<file path="config.mk">
export PLATFORM = sky130hd
export DESIGN_NAME = dpmemrf_arb
export DESIGN_NICKNAME = d
export VERILOG_FILES = /design/src/rtl/dpmemrf_pkg.sv /design/src/rtl/rr_arb2.sv /design/src/rtl/dpmemrf_arb.sv
export SDC_FILE = /design/constraint.sdc
export NUM_CORES = 1
export LEC_CHECK = 0
export BUFFER_PORTS_ARGS = -buffer_cell sky130_fd_sc_hd__buf_4
export CORE_AREA = 3 3 103 56
export CTS_BUF_LIST = sky130_fd_sc_hd__clkbuf_8
export CTS_CLUSTER_DIAMETER = 200
export DETAILED_ROUTE_END_ITERATION = 7
export DIE_AREA = 0 0 106 59
export PLACE_DENSITY = 0.86
export SLEW_MARGIN = 5
export SYNTH_ARGS = -nofsm -noshare
export SYNTH_HDL_FRONTEND = slang
export SYNTH_HIERARCHICAL = 1
export SYNTH_SLANG_ARGS = --single-unit
</file>
<file path="constraint.sdc">
create_clock -name clk -period 2.35 [get_ports clk]
set_input_delay 0.235 -clock clk [delete_from_list [all_inputs] [get_ports clk]]
set_output_delay 0.235 -clock clk [all_outputs]
set_load 0.05 [all_outputs]
</file>
<file path="src/rtl/dpmemrf_pkg.sv">
// Shared definitions for the dpmemrf arbiter: FSM state encodings, the
// requester-id width and the read-tag record carried down the response
// pipeline. Benches import this package to refer to the same encodings.
package dpmemrf_pkg;

  localparam logic ST_INIT = 1'b0;
  localparam logic ST_RUN  = 1'b1;
  localparam int   ID_W    = 1;

  typedef enum logic {
    S_INIT = ST_INIT,
    S_RUN  = ST_RUN
  } state_e;

  // One entry per accepted access; only entries with is_read set produce
  // a response when they reach the end of the pipeline.
  typedef struct packed {
    logic            is_read;
    logic [ID_W-1:0] id;
  } tag_t;

endpackage

</file>
<file path="src/rtl/rr_arb2.sv">
// Two-way round-robin grant with a 1-bit last-grant pointer.
// Ports:
//   clk, srst    clock, synchronous active-high reset
//   req[1:0]     requests
//   advance      a granted request was accepted; moves the pointer
//   grant[1:0]   one-hot (or zero) grant, combinational from req
module rr_arb2 (
  input  logic       clk,
  input  logic       srst,
  input  logic [1:0] req,
  input  logic       advance,
  output logic [1:0] grant
);

  // last_q holds the id of the requester granted last; resetting it to 1
  // hands the first tie to requester 0.
  logic last_q;

  always_ff @(posedge clk) begin
    if (srst) begin
      last_q <= 1'b1;
    end else if (advance) begin
      last_q <= grant[1];
    end
  end

  always_comb begin
    grant    = 2'b00;
    grant[0] = req[0] & (~req[1] | last_q);
    grant[1] = req[1] & (~req[0] | ~last_q);
  end

endmodule

</file>
<file path="src/rtl/dpmemrf_arb.sv">
// Arbiter placing two requesters onto one port of a dpmemrf memory, with an
// optional clear-after-reset sweep and tagged read-response routing.
// Ports:
//   clk, srst                   clock, synchronous active-high reset
//   reqN_valid/we/addr/wdata    requester N access
//   reqN_ready                  requester N accepted this cycle
//   rspN_valid, rsp_rdata       read data for requester N (shared bus)
//   mem_en/we/addr/di, mem_do   memory port
//   init_done                   clear sweep finished, accepting requests
//
// state  | meaning
// INIT   | sweeping all addresses writing zero, requests held off
// RUN    | round-robin arbitration between the two requesters
module dpmemrf_arb
  import dpmemrf_pkg::*;
#(
  parameter int DEPTH   = 10,
  parameter int WIDTH   = 32,
  parameter int OUTREG  = 0,
  parameter int INIT_EN = 1
) (
  input  logic             clk,
  input  logic             srst,
  input  logic             req0_valid,
  output logic             req0_ready,
  input  logic             req0_we,
  input  logic [DEPTH-1:0] req0_addr,
  input  logic [WIDTH-1:0] req0_wdata,
  input  logic             req1_valid,
  output logic             req1_ready,
  input  logic             req1_we,
  input  logic [DEPTH-1:0] req1_addr,
  input  logic [WIDTH-1:0] req1_wdata,
  output logic             rsp0_valid,
  output logic             rsp1_valid,
  output logic [WIDTH-1:0] rsp_rdata,
  output logic             mem_en,
  output logic             mem_we,
  output logic [DEPTH-1:0] mem_addr,
  output logic [WIDTH-1:0] mem_di,
  input  logic [WIDTH-1:0] mem_do,
  output logic             init_done
);

  localparam int LAT = 1 + OUTREG;

  state_e           state_q, state_d;
  logic [DEPTH-1:0] clr_q;
  logic [1:0]       grant;
  logic             run;
  logic             xfer;
  tag_t             tag_d;
  tag_t             tag_q [LAT];

  rr_arb2 u_rr (
    .clk     (clk),
    .srst    (srst),
    .req     ({req1_valid, req0_valid}),
    .advance (xfer),
    .grant   (grant)
  );

  always_ff @(posedge clk) begin
    if (srst) begin
      state_q <= (INIT_EN != 0) ? S_INIT : S_RUN;
      clr_q   <= '0;
    end else begin
      state_q <= state_d;
      if (state_q == S_INIT) begin
        clr_q <= clr_q + 1'b1;
      end
    end
  end

  // All outputs are forced to zero while srst is high, not just after the
  // next edge, so the combinational paths are gated by srst as well.
  always_comb begin
    state_d    = state_q;
    run        = 1'b0;
    req0_ready = 1'b0;
    req1_ready = 1'b0;
    xfer       = 1'b0;
    mem_en     = 1'b0;
    mem_we     = 1'b0;
    mem_addr   = '0;
    mem_di     = '0;
    init_done  = 1'b0;
    tag_d      = '0;
    case (state_q)
      S_INIT: begin
        if (clr_q == {DEPTH{1'b1}}) begin
          state_d = S_RUN;
        end
        if (!srst) begin
          mem_en   = 1'b1;
          mem_we   = 1'b1;
          mem_addr = clr_q;
        end
      end
      S_RUN: begin
        run        = ~srst;
        init_done  = run;
        req0_ready = run & req0_valid & grant[0];
        req1_ready = run & req1_valid & grant[1];
        xfer       = req0_ready | req1_ready;
        if (xfer) begin
          mem_en   = 1'b1;
          mem_we   = grant[1] ? req1_we    : req0_we;
          mem_addr = grant[1] ? req1_addr  : req0_addr;
          mem_di   = grant[1] ? req1_wdata : req0_wdata;
        end
        tag_d.is_read = xfer & ~mem_we;
        tag_d.id      = grant[1];
      end
      default: state_d = S_INIT;
    endcase
  end

  always_ff @(posedge clk) begin
    if (srst) begin
      for (int i = 0; i < LAT; i++) begin
        tag_q[i] <= '0;
      end
    end else begin
      tag_q[0] <= tag_d;
      for (int i = 1; i < LAT; i++) begin
        tag_q[i] <= tag_q[i-1];
      end
    end
  end

  assign rsp0_valid = ~srst & tag_q[LAT-1].is_read & (tag_q[LAT-1].id == ID_W'(0));
  assign rsp1_valid = ~srst & tag_q[LAT-1].is_read & (tag_q[LAT-1].id == ID_W'(1));
  assign rsp_rdata  = mem_do;

endmodule

</file>
==> results <==
- The total vias in the final route is 1780.
- The root cell of the clock tree is sky130_fd_sc_hd__clkbuf_8.
- The total wirelength of the detailed-routed design is 5610 um.
- Per report_power, the combinational group accounts for 33.2% of the total.
- The DRC violation count after routing is 0.
- The minimum clock period after layout is 2.15 ns.
- The final cycle utilization of the critical path is 91.6%.
- After synthesis, flip-flops and latches occupy 17.4% of the total area.
- At the worst endpoint, the required time is 2.12 ns.
- The instance area at placement is 2470 um^2.
- The tightest min-delay check is of the in -> reg type.
- At the end of the flow, the number of nets in the layout was 436.
- The row count is 18.
- VDD sags by at most 0.137 mV.
- The transition at the pin with the smallest max-transition slack is 0.673 ns.
- For this run, the number of Yosys warnings is 6.
- The worst flop-to-flop path endpoint is clr_q[8].
- The setup slack on the worst flop-to-flop path is 0.74 ns.
- The number of endpoints with negative hold slack in the final report is 0.
- The startpoint of the most critical hold path is srst.
- The flow ran to the end, and the final reports show no timing, DRC or antenna violations.
- The total die area is 6250 um^2.
- The number of antenna diodes in the final layout is 0.
- Leaving out filler cells and counting taps, the final layout contains 382.
- 203 I/O pins were placed.
- The chip width is 106 um.
- Measured against its own limit, the worst slew margin works out to 55.0%.
- The setup path with the least slack is of type reg -> out.
- The floorplan step defined a core boundary enclosing 4860 um^2.
- Registers are responsible for 34.4% of the overall power.
- The worst register-to-register path has a depth of 4.
- Setup repair after global routing left no endpoint under its margin.
- Among all stages on the critical path, the largest delay is contributed by sky130_fd_sc_hd__dfxtp_1.
- The cell type contributing the most total cell area after synthesis is sky130_fd_sc_hd__mux2i_1.
- The detail-routed net length per standard cell is 14.7 um.
- The number of antenna violations at the first check in global routing is 0.
- Global routing consumed, over all layers together, 16.2% of the routing resources.
- The most common cell in the netlist is sky130_fd_sc_hd__mux2i_1.
- The port buffer count is 138.
- The number of DRC violations after detailed-routing iteration 0 is 102.
- The number of buffers and inverters on the critical path is 2.
- The number of cells on the worst hold path is 2.
- The synthesized design contains 14 register bits.
- The area overhead of the layout relative to synthesis is 57.0%.
- Fill cells in the final layout number 460.
- The internal power of the cells totals 538 uW.
- The number of levels the H-tree was split into is 1.
- The largest fanout of any net on the critical path is 40.
- The floorplan die height is 59 um.
- The clock sink count is 14.
- In this run, the clock network consumes 32.4% of the power.
- Of all flip-flops after synthesis, the portion carrying an async set or reset was 0%.
- The endpoint kind of the worst setup timing path is a primary output.
- The number of standard cells after synthesis is 213.
- The number of endpoints failing setup at the final stage is 0.
- On the worst path, the slowest cell contributes a delay of 0.53 ns.
- For the worst setup path, the data arrival time is 1.92 ns.
- The weighted congestion reported at the end of routability-driven placement is 0.723.
- The top cell type by area accounts for 27.4% of the synthesized area.
- The post-layout utilization of the core is 51.9%.
- The cell family contributing the most delay on the critical path is flip-flops.
- The max capacitance violation total is 0.
- The share of cells above drive strength 1 is 47.8%.
- Summed over all nets, the half-perimeter wirelength after detailed placement is 4570 um.
- The cell area that synthesis handed to floorplanning was 1610 um^2.
- After clock tree synthesis, the clock-pin slew on the worst setup and hold paths is 0.06 ns.
- The overall overflow remaining after global route is 0.
- The number of global-route vias before repair was 1731.
- At the later pin of the worst-skew pair, clock insertion delay measures 0.25 ns.
- The first TritonRoute pass finished after 5 iterations.
- The initial core utilization is 33.1%.
- The number of distinct library cells after synthesis is 31.
- Counting flops with a built-in enable in the synthesized netlist gives 0.
- The switching power is 191 uW.
- The startpoint of the most critical register-to-register path is clr_q[0].
- Across all hold checks on the routed design, the worst slack comes to 0.290 ns.
- The number of nets in the synthesized netlist is 336.
- The total power density per cell area is 289 nW/um^2.
- The startpoint kind of the worst setup timing path is a register.
- The total instance count after detailed placement is 378.
- The commonest cells after synthesis are sky130_fd_sc_hd__mux2i_1, sky130_fd_sc_hd__nor2_1, sky130_fd_sc_hd__buf_4.
- The endpoint with the worst hold slack is clr_q[5].
- A synthesized cell averages 7.55 um^2.
- The first global-routing pass estimated 8140 um of wire.
- The pin count of the biggest net entering global routing is 46.
- The count of nets left with antenna violations once routing finished came out at 0.
- Sorting the synthesized cells by area gives the leading types as sky130_fd_sc_hd__mux2i_1, sky130_fd_sc_hd__dfxtp_1, sky130_fd_sc_hd__buf_4.
- Traced cell by cell, the critical path runs through nand2b_1, a21o_1, buf_6, o21ai_0, buf_4.
- In this run, CTS created clock tree buffers numbering 3.
- The area of all placed cells without fillers is 2520 um^2.
- The predominant post-synthesis flop cell is sky130_fd_sc_hd__dfxtp_1.
- The via density per instance is 4.66.
- Summed over all cells, the static leakage comes to 0.00129 uW.
- No sink is reached through more buffers than the 2 on the longest clock path.
- Of the total power, the share spent switching nets is 26.2%.
- Derived from the worst setup path, the maximum achievable clock frequency is 0.464 GHz.
- The final worst clock skew is 0.00244 ns.
- The post-cts hold buffer count is 0.
- The total count of max-transition violations in the final report is 0.
- TritonCTS built the clock tree.
## layout by cell type, fill, tap and decap left out, drive strengths merged, types with 2 or more instances in the layout
cell and instances:
mux2i 44, or4 3, xor2 3, inv 4, nor2 41, dfxtp 14
o31ai 2, a21oi 5, o21ai 13, a21boi 2, buf 140, nand2 17
nor2b 4, nand4b 2, clkbuf 4, or3 2
## metal layers
| metal | up-vias | part of all wire [%] | global-route usage (%) |
|---|---|---|---|
| met5 | - | 0 | 0 |
| met1 | 805 | 41 | 19.6 |
| met4 | 0 | 0.94 | 4.06 |
| li1 | 889 | - | - |
| met3 | 13 | 6.6 | 4.46 |
| met2 | 73 | 51 | 28.9 |
## per-stage QoR
stage	setup TNS [ns]	setup slack (ns)	power, uW
finish	0	0.196	729
CTS	0	0.160	734
global placement	0	0.541	491
floorplan	-0.925	-0.172	504
detailed placement	0	0.438	499
global route	0	0.0437	757
## logic make-up after synthesis
kind of cell | count (synthesis) | share of synthesized area [%]
DFF | 14 | 17.4
xor gates and xnor gates | 4 | 2.18
and+or+nand+nor | 75 | 22.8
buffers and inverters | 49 | 19.8
adders and majority gates | 1 | 0.778
AOI/OAI and AO/OA | 25 | 8.87
muxes | 45 | 28.1
## state kept, by name, indices dropped and copies added, names as in the netlist
name and flops:
clr_q 10, tag_q 2, state_q 1, u_rr/last_q 1
## power by group through the flow
stage | clock (uW) | sequential [uW] | combinational (uW)
6_report | 236 | 251 | 242
5_1_grt | 245 | 252 | 261
4_1_cts | 239 | 251 | 244
3_5_place_dp | 0 | 256 | 242
3_3_place_gp | 0 | 255 | 236
2_1_floorplan | 0 | 254 | 249
## how the worst max path moves through the flow
stage	cells after the start	endpoint	start
floorplan	7	mem_addr[4]	u_rr/last_q
global placement	7	mem_addr[5]	u_rr/last_q
detailed placement	5	mem_addr[2]	state_q
CTS	5	mem_addr[2]	state_q
global route	7	mem_addr[9]	u_rr/last_q
finish	5	mem_addr[2]	state_q
## area by class of cell
type	instances	area, um^2	area share [%]
Timing Repair Buffer	140	1070	42.3
Clock buffer	4	55.1	2.18
Tap cell	70	87.6	3.47
Sequential cell	14	280	11.1
Multi-Input combinational cell	150	1020	40.4
Inverter	4	15.0	0.595
## worst register-to-register path: cells and delay by family, from the launching register on
family          cells  cell delay (ns)
simple gates        2             0.64
fa+ha+maj           1             0.28
flops               1             0.45
compound gates      1             0.17
## timing repair
action / in CTS / in global routing
endpoints found under the setup margin: 0 / 3
endpoints found under the hold margin: 0 / 0
gates resized for setup: 0 / 1
buffers inserted: 0 / 0
Note: power is estimated with default switching activity, not from simulation.
